### src/rtl/ga_pkg.sv
// Shared definitions for the GA breeding stage: RAM command encodings,
// FSM state encoding and the genome word address calculation.
package ga_pkg;

    typedef enum logic [3:0] {
        S_IDLE,
        S_PICK,
        S_RD_A,
        S_WAIT_A,
        S_RD_B,
        S_WAIT_B,
        S_WR,
        S_WAIT_W,
        S_NEXT,
        S_DONE
    } state_t;

    localparam logic RAM_READ  = 1'b0;
    localparam logic RAM_WRITE = 1'b1;

    // Sum is formed at 32 bits and truncated, so addresses wrap silently at 2^23.
    function automatic logic [22:0] genome_addr(
        input logic [22:0] base,
        input int unsigned slot,
        input int unsigned word,
        input int unsigned words_per_genome
    );
        logic [31:0] sum;
        sum = 32'(base) + slot * words_per_genome + word;
        return sum[22:0];
    endfunction

endpackage

### src/rtl/ga_mutator.sv
// Uniform-crossover word select plus sparse single-bit mutation; purely
// combinational so the child word is ready in the same cycle as the write.
module ga_mutator (
    input  logic [15:0] i_word_a,
    input  logic [15:0] i_word_b,
    input  logic [7:0]  i_rnd,
    input  logic [7:0]  i_thresh,
    output logic [15:0] o_child
);

    logic [15:0] w_pick;
    logic [15:0] w_flip;

    // One random byte drives both the parent select and the mutation decision.
    assign w_pick  = i_rnd[7] ? i_word_b : i_word_a;
    assign w_flip  = (i_rnd < i_thresh) ? (16'h0001 << i_rnd[3:0]) : 16'h0000;
    assign o_child = w_pick ^ w_flip;

endmodule

### src/rtl/ga_crossover.sv
// Breeding pass: rewrites every non-elite genome slot in RAM word by word with
// a mutated uniform-crossover child of two distinct elite parents.
module ga_crossover
    import ga_pkg::*;
#(
    parameter int          NUM_NETWORKS = 10,
    parameter int          GENOME_WORDS = 64,
    parameter int          ELITE_LOG2   = 1,
    parameter logic [7:0]  MUT_THRESH   = 8'd4,
    parameter logic [22:0] BASE_ADDR    = 23'd0
) (
    input  logic        clk,
    input  logic        rst,
    input  logic        start,
    input  logic [7:0]  randomnum,
    output logic        cross_finished,
    output logic        busy,
    output logic        ram_instruction,
    output logic        ram_latch,
    output logic [22:0] ram_addr,
    output logic [15:0] ram_data_wr,
    input  logic [15:0] ram_data_rd,
    input  logic        ram_ready
);

    localparam int ELITE   = 1 << ELITE_LOG2;
    localparam int CHILD_W = $clog2(NUM_NETWORKS + 1);
    localparam int WORD_W  = (GENOME_WORDS > 1) ? $clog2(GENOME_WORDS) : 1;
    localparam bit DEGEN   = (NUM_NETWORKS <= ELITE);

    state_t                r_state;
    state_t                w_state_nxt;
    logic [CHILD_W-1:0]    r_child;
    logic [WORD_W-1:0]     r_word;
    logic [ELITE_LOG2-1:0] r_pa;
    logic [ELITE_LOG2-1:0] w_pb;
    logic                  r_seen_low;
    logic                  r_busy;
    logic                  r_cross;
    logic [15:0]           r_word_a;
    logic [15:0]           r_word_b;
    logic [15:0]           w_child_word;
    logic                  w_is_wait;
    logic                  w_accept;
    logic                  w_cap_a;
    logic                  w_cap_b;
    logic                  w_latch;
    logic                  w_instr;
    logic [22:0]           w_addr;
    logic [15:0]           w_wdata;

    assign w_pb      = r_pa + 1'b1;
    assign w_is_wait = (r_state == S_WAIT_A) || (r_state == S_WAIT_B) || (r_state == S_WAIT_W);

    ga_mutator u_mutator (
        .i_word_a (r_word_a),
        .i_word_b (r_word_b),
        .i_rnd    (randomnum),
        .i_thresh (MUT_THRESH),
        .o_child  (w_child_word)
    );

    // Bus outputs default to zero so that IDLE leaves the shared bus clear.
    always_comb begin
        w_state_nxt = r_state;
        w_accept    = 1'b0;
        w_cap_a     = 1'b0;
        w_cap_b     = 1'b0;
        w_latch     = 1'b0;
        w_instr     = RAM_READ;
        w_addr      = 23'd0;
        w_wdata     = 16'd0;
        case (r_state)
            S_IDLE: begin
                if (start && !r_busy) begin
                    w_accept    = 1'b1;
                    w_state_nxt = DEGEN ? S_DONE : S_PICK;
                end
            end
            S_PICK: w_state_nxt = S_RD_A;
            S_RD_A: begin
                if (ram_ready) begin
                    w_latch     = 1'b1;
                    w_addr      = genome_addr(BASE_ADDR, 32'(r_pa), 32'(r_word), GENOME_WORDS);
                    w_state_nxt = S_WAIT_A;
                end
            end
            S_WAIT_A: begin
                if (ram_ready && r_seen_low) begin
                    w_cap_a     = 1'b1;
                    w_state_nxt = S_RD_B;
                end
            end
            S_RD_B: begin
                if (ram_ready) begin
                    w_latch     = 1'b1;
                    w_addr      = genome_addr(BASE_ADDR, 32'(w_pb), 32'(r_word), GENOME_WORDS);
                    w_state_nxt = S_WAIT_B;
                end
            end
            S_WAIT_B: begin
                if (ram_ready && r_seen_low) begin
                    w_cap_b     = 1'b1;
                    w_state_nxt = S_WR;
                end
            end
            S_WR: begin
                if (ram_ready) begin
                    w_latch     = 1'b1;
                    w_instr     = RAM_WRITE;
                    w_addr      = genome_addr(BASE_ADDR, 32'(r_child), 32'(r_word), GENOME_WORDS);
                    w_wdata     = w_child_word;
                    w_state_nxt = S_WAIT_W;
                end
            end
            S_WAIT_W: begin
                if (ram_ready && r_seen_low) w_state_nxt = S_NEXT;
            end
            S_NEXT: begin
                if (r_word < WORD_W'(GENOME_WORDS - 1))
                    w_state_nxt = S_RD_A;
                else if (r_child < CHILD_W'(NUM_NETWORKS - 1))
                    w_state_nxt = S_PICK;
                else
                    w_state_nxt = S_DONE;
            end
            S_DONE:  w_state_nxt = S_IDLE;
            default: w_state_nxt = S_IDLE;
        endcase
    end

    always_ff @(posedge clk) begin
        if (rst) begin
            r_state    <= S_IDLE;
            r_child    <= '0;
            r_word     <= '0;
            r_pa       <= '0;
            r_seen_low <= 1'b0;
            r_busy     <= 1'b0;
            r_cross    <= 1'b0;
        end else begin
            r_state    <= w_state_nxt;
            r_cross    <= (r_state == S_DONE);
            // A wait completes only after ready has been seen low at least once.
            r_seen_low <= w_is_wait && (w_state_nxt == r_state) && (r_seen_low || !ram_ready);
            if (w_accept) begin
                r_busy  <= 1'b1;
                r_child <= CHILD_W'(ELITE);
                r_word  <= '0;
            end else if (r_cross) begin
                r_busy  <= 1'b0;
            end
            if (r_state == S_PICK) r_pa <= randomnum[ELITE_LOG2-1:0];
            if (r_state == S_NEXT) begin
                if (r_word < WORD_W'(GENOME_WORDS - 1)) begin
                    r_word <= r_word + 1'b1;
                end else if (r_child < CHILD_W'(NUM_NETWORKS - 1)) begin
                    r_child <= r_child + 1'b1;
                    r_word  <= '0;
                end
            end
        end
    end

    always_ff @(posedge clk) begin
        if (w_cap_a) r_word_a <= ram_data_rd;
        if (w_cap_b) r_word_b <= ram_data_rd;
    end

    assign ram_latch       = w_latch;
    assign ram_instruction = w_instr;
    assign ram_addr        = w_addr;
    assign ram_data_wr     = w_wdata;
    assign busy            = r_busy;
    assign cross_finished  = r_cross;

endmodule

### config.mk
export PLATFORM = sky130hd
export DESIGN_NAME = ga_crossover
export DESIGN_NICKNAME = d
export VERILOG_FILES = /design/src/rtl/ga_pkg.sv /design/src/rtl/ga_mutator.sv /design/src/rtl/ga_crossover.sv
export SDC_FILE = /design/constraint.sdc
export NUM_CORES = 1
export LEC_CHECK = 0
export BUFFER_PORTS_ARGS = -buffer_cell sky130_fd_sc_hd__buf_2
export CAP_MARGIN = 5
export CORE_UTILIZATION = 56
export CTS_CLUSTER_DIAMETER = 120
export DETAILED_ROUTE_END_ITERATION = 7
export GPL_TIMING_DRIVEN = 0
export PLACE_DENSITY = 0.86
export SKIP_CTS_REPAIR_TIMING = 1
export SLEW_MARGIN = 15
export SYNTH_ARGS = -nofsm -noshare
export SYNTH_HDL_FRONTEND = slang
export SYNTH_SLANG_ARGS = --single-unit
### constraint.sdc
create_clock -name clk -period 4.43 [get_ports clk]
set_input_delay 0.443 -clock clk [delete_from_list [all_inputs] [get_ports clk]]
set_output_delay 0.443 -clock clk [all_outputs]
set_load 0.005 [all_outputs]
After elaboration in Yosys (flattened, before gate mapping)

Index checks and enable logic that the tools add are counted.

Register bits after elaboration: 50
Input port bits: 28
Output and inout bits: 43

Bitwise gates (word level): 1
Shift-type cells: 1
Add/sub/neg operators: 6
Equal/unequal tests: 10
Reductions and logical operators: 12
Mux-type cells: 36
Order comparisons: 3

Operators by type and width:

| kind                                                                         | number |
|---|---|
| 16-bit 2-to-1 mux                                                            | 4 |
| 4-bit 2-to-1 mux                                                             | 13 |
| 4-bit one-hot mux with 9 select lines                                        | 1 |
| 11-bit one-hot mux with 3 select lines                                       | 1 |
| 6-bit 2-to-1 mux                                                             | 4 |
| 7-bit by 6-bit adder with 8-bit output                                       | 2 |
| 4-bit by 3-bit equality test with 1-bit output, second input constant        | 4 |
| 8-bit 2-to-1 mux                                                             | 2 |
| 1-bit by 4-bit left shift with 16-bit output, first input constant           | 1 |
| 16-bit XOR                                                                   | 1 |
| 10-bit by 6-bit adder with 11-bit output                                     | 1 |
| 11-bit 2-to-1 mux                                                            | 1 |
| 1-bit 2-to-1 mux                                                             | 10 |
| 4-bit by 2-bit equality test with 1-bit output, second input constant        | 2 |
| 4-bit equality test, second input constant                                   | 2 |
| 8-bit by 3-bit less-than comparator with 1-bit output, second input constant | 1 |
| 6-bit by 1-bit adder with 6-bit output, second input constant                | 1 |
| 6-bit less-than comparator, second input constant                            | 1 |
| 4-bit by 1-bit adder with 4-bit output, second input constant                | 1 |
| 4-bit by 1-bit equality test with 1-bit output, second input constant        | 1 |
| 4-bit equality test                                                          | 1 |
| 1-bit logical AND                                                            | 4 |
| 4-bit zero test                                                              | 1 |
| 4-bit less-than comparator, second input constant                            | 1 |
| 5 further kinds                                                              | 8 |

Logic depth before layout (Yosys ltp)

Depth after elaboration: 8
Mapped depth: 6
Depth with buffers taken out: 6

Modules after synthesis

A second synthesis with hierarchy kept.

Cells, all modules: 297
Area, all modules: 3076.7 sq um

Modules (own cells, without submodules):

| module       | area an instance (sq um) | cells each | times used | seq. area each (sq um) |
|---|---|---|---|---|
| ga_crossover | 2244.7                   | 196        | 1          | 1321.3 |
| ga_mutator   | 832.0                    | 101        | 1          | 0.0 |

Least setup slack after synthesis

No wires, ideal clock.

Path kind: register to register
From: reg r_state[2]
To: reg r_word_b[0], enable pin
Buffers on the path: 1
Arrival: 2.315 ns
Stages on the path, launching flop included: 4
Clock period less this slack: 2.745 ns
Setup slack: 1.685 ns
Cells stage by stage: dfxtp_1 -> buf_4 -> inv_1 -> nor4_1

Longest elaborated chain between the ends: 2

Ends and longest elaborated chain:

| element                                        | line                | RTL |
|---|---|---|
| start: declaration                             | ga_crossover.sv:31  | `state_t r_state;` |
| start signal: assignment                       | ga_crossover.sv:142 | `r_state <= w_state_nxt;` |
| 4-bit by 3-bit equality test with 1-bit output | ga_crossover.sv:73  | `case (r_state)` |
| 1-bit 2-to-1 mux                               | ga_crossover.sv:73  |  |
| named net w_cap_b                              | ga_crossover.sv:46  | `logic w_cap_b;` |
| end signal: assignment                         | ga_crossover.sv:167 | `if (w_cap_b) r_word_b <= ram_data_rd;` |
| end: declaration                               | ga_crossover.sv:41  | `logic [15:0] r_word_b;` |

The timed path passes the listed nets, and every way through them passes these cells.
A chain may end at the register's enable or synchronous reset.

Worst setup path in the final report

From: reg r_state[0]
To: out ram_data_wr[10]

Longest elaborated chain between the ends: 2

Ends and longest elaborated chain:

| element                                        | line               | RTL |
|---|---|---|
| 4-bit by 3-bit equality test with 1-bit output | ga_crossover.sv:73 |  |
| 16-bit 2-to-1 mux                              | ga_crossover.sv:73 |  |
| end: declaration                               | ga_crossover.sv:21 | `output logic [15:0] ram_data_wr,` |

No other way between the ends.

==> flow_summary.toml <==
[run_status]
status = "complete, no violations"

[timing]
clock_skew_ns = 0.00922
max_freq_ghz = 0.379
setup_viol = 0
slew_headroom = 0.571
tns_ns = 0
rsz0062_at_grt = "false"
finalCritPeriodShare = 0.595
worst_pin_slew_ns = 0.637
final_hold_viol_count = 0
holdWs_ns = 0.317
slew_viol_final = 0
fin_crit_ns = 2.64

[critical_path]
cp_max_fo = 10
worst_setup_path_end_kind = "primary output"
critPathArrivalTime_ns = 2.19
required_ns = 3.99
worstSetupPathType = "reg -> out"
cp-start-kind = "flip-flop"

[synth]
synthMuxAreaShare = 0.0725
synth-compound-area-share = 0.109
synth-main-ff-cell = "edfxtp_1"
yosys.area.top_type_share = 0.384
synth_top_family_by_area = "simple AND/OR/NAND/NOR gates"
syn_area_per_cell_um2 = 11.1
synth.top_cells.by_count = "32 x edfxtp_1, 28 x nor2_1, 18 x dfxtp_1"
synthTopCellsByArea = "edfxtp_1 38%, dfxtp_1 14%, mux2i_1 6.8%"
synth_edf_count = 32
ys_ff_latch = 50
synth_cell_type_count = 51
synth_top_area_cell = "edfxtp_1"
syn_area_um2 = 2500
synth_xor_area_frac = 0.0175
yosysMostFrequentCell = "edfxtp_1"
syn_inst = 225
synthSimpleGateAreaFrac = 0.189
ys_seq_area_frac = 0.528
yosysWarnings = 0
synthAdderAreaFrac = 0.0150
synthArstFlopShare = 0

[grt]
grt_pass1_wl_um = 7450
grt_max_degree = 19
overflow = 0
first_global_vias = 1713
grt.total_usage = 0.219
antenna_found_initial = 0

[floorplan]
die_w_um = 68.8
chipHeight_um = 68.8
ios = 71
row_count = 23
core_um2 = 4140
initial_utilization = 0.604
dieArea_um2 = 4740

[finish]
antenna_cells = 0
nNetsFinal = 334
nFillCells = 324
synthToLayoutAreaGrowth_pct = 20.8
fin_area_um2 = 3020
drive_gt1_frac = 0.309

[drt]
ant_nets = 0
dr.first_iter.drc_count = 66
drt_pre_antenna_iters = 4
drc_errors = 0
via_per_inst = 5.51
drt-total-wl_um = 4990
vias = 1951
wl_per_cell_um = 14.1

[clocking]
clock_latency_ns = 0.31
clockBufferDepth = 2
path_clk_slew_ns = 0.10
clock-sinks = 50
cts_made_buffers = 5
cts_htree_levels = 2
cts_root_buf = "clkbuf_8"
cts_tree = "yes"

[place]
place_congestion = 0.858
dp_hpwl_um = 3760
dpl_cell_area_um2 = 2920
portBuffers = 56

[power]
power.leakage_nw = 1.30
max-vdd-ir-drop_v = 0.000344
power.density_nw_per_um2 = 287

[flow_run]
maxCapViolCount = 0

[worst_hold_path]
hold_path_class = "in -> reg"
## where the power goes
part | internal (mW) | switching (mW) | total, mW | leakage [nW]
combinational | 0.0362 | 0.0466 | 0.0829 | 0.816
sequential | 0.499 | 0.00491 | 0.504 | 0.433
clock | 0.118 | 0.162 | 0.280 | 0.0506
## state kept, by name (all words and copies together), names as in the netlist
register / flops
busy: 1
cross_finished: 1
r_seen_low: 1
r_word: 6
r_child: 4
r_state: 4
r_pa: 1
r_word_a: 16
r_word_b: 16
## critical path: stages (launching register included)
cell      delay [ns]
dfxtp_1         0.33
buf_2           0.19
nor2b_1         0.48
nand4b_1        0.26
clkbuf_1        0.31
nor2_1          0.18
buf_2           0.13
## area by class of cell
type                    instances  area, um^2  area share
multi-input cells             157        1070       0.353
flip-flops and latches         50        1320       0.437
plain buffers                  23         143      0.0472
clock buffers                   5        68.8      0.0228
repair buffers                 59         303       0.100
inverters                       7        26.3     0.00870
clock inverters                 3        28.8     0.00953
well taps                      50        62.6      0.0207
## worst paths after layout
| path | depth (start not counted) | endpoint | slack, ns | from |
|---|---|---|---|---|
| worst min register to register | 2 | busy | 0.53 | cross_finished |
| worst max-delay path | 6 | ram_data_wr[10] | 1.79 | r_state[0] |
| worst max register to register | 5 | r_word_b[12] | 2.42 | r_state[2] |
| worst min-delay path | 1 | r_word_b[10] | 0.32 | ram_data_rd[10] |
## placed cells by master, fill, tap and decap left out, drive strengths merged, types with 2 or more instances in the layout
cell	instances
a211o	2
and2	2
nor4b	3
nand3	9
nor2	28
ha	3
nand4b	4
a21o	3
conb	13
mux2i	17
edfxtp	32
clkbuf	11
nor4	4
inv	9
a21oi	4
buf	76
nand2b	3
xnor2	5
and3	7
o211ai	2
a311oi	2
nand2	8
o21ai	5
a41oi	2
nor3	6
nand4	2
a211oi	3
dfxtp	18
nor2b	2
## kinds of logic (layout without fill, tap and decap cells)
| kind of cell | after synthesis | after routing |
|---|---|---|
| AO/OA/AOI/OAI | 33 | 33 |
| XOR/XNOR | 5 | 5 |
| adder cells (fa/ha/maj) | 3 | 3 |
| buffers and inverters | 30 | 97 |
| flip-flops | 50 | 50 |
| multiplexers | 18 | 18 |
| other | 1 | 13 |
| AND/OR/NAND/NOR | 85 | 85 |
## layer usage
| layer | vias to the layer above | global-route usage | share of wire |
|---|---|---|---|
| li1 | 962 | - | - |
| met1 | 910 | 0.256 | 0.42 |
| met2 | 71 | 0.386 | 0.51 |
| met3 | 8 | 0.0609 | 0.058 |
| met4 | 0 | 0.0714 | 0.011 |
| met5 | - | 0 | 0 |
## metrics by stage
step	power, mW	std cells	worst slack, ns	utilization
final	0.867	354	1.79	0.729
after global routing	0.900	354	1.69	0.729
after CTS	0.872	354	1.81	0.729
after detailed placement	0.596	346	2.06	0.705
after global placement	0.593	343	0.919	0.697
after floorplan	0.568	237	1.69	-
(Power assumes the default switching activity.)
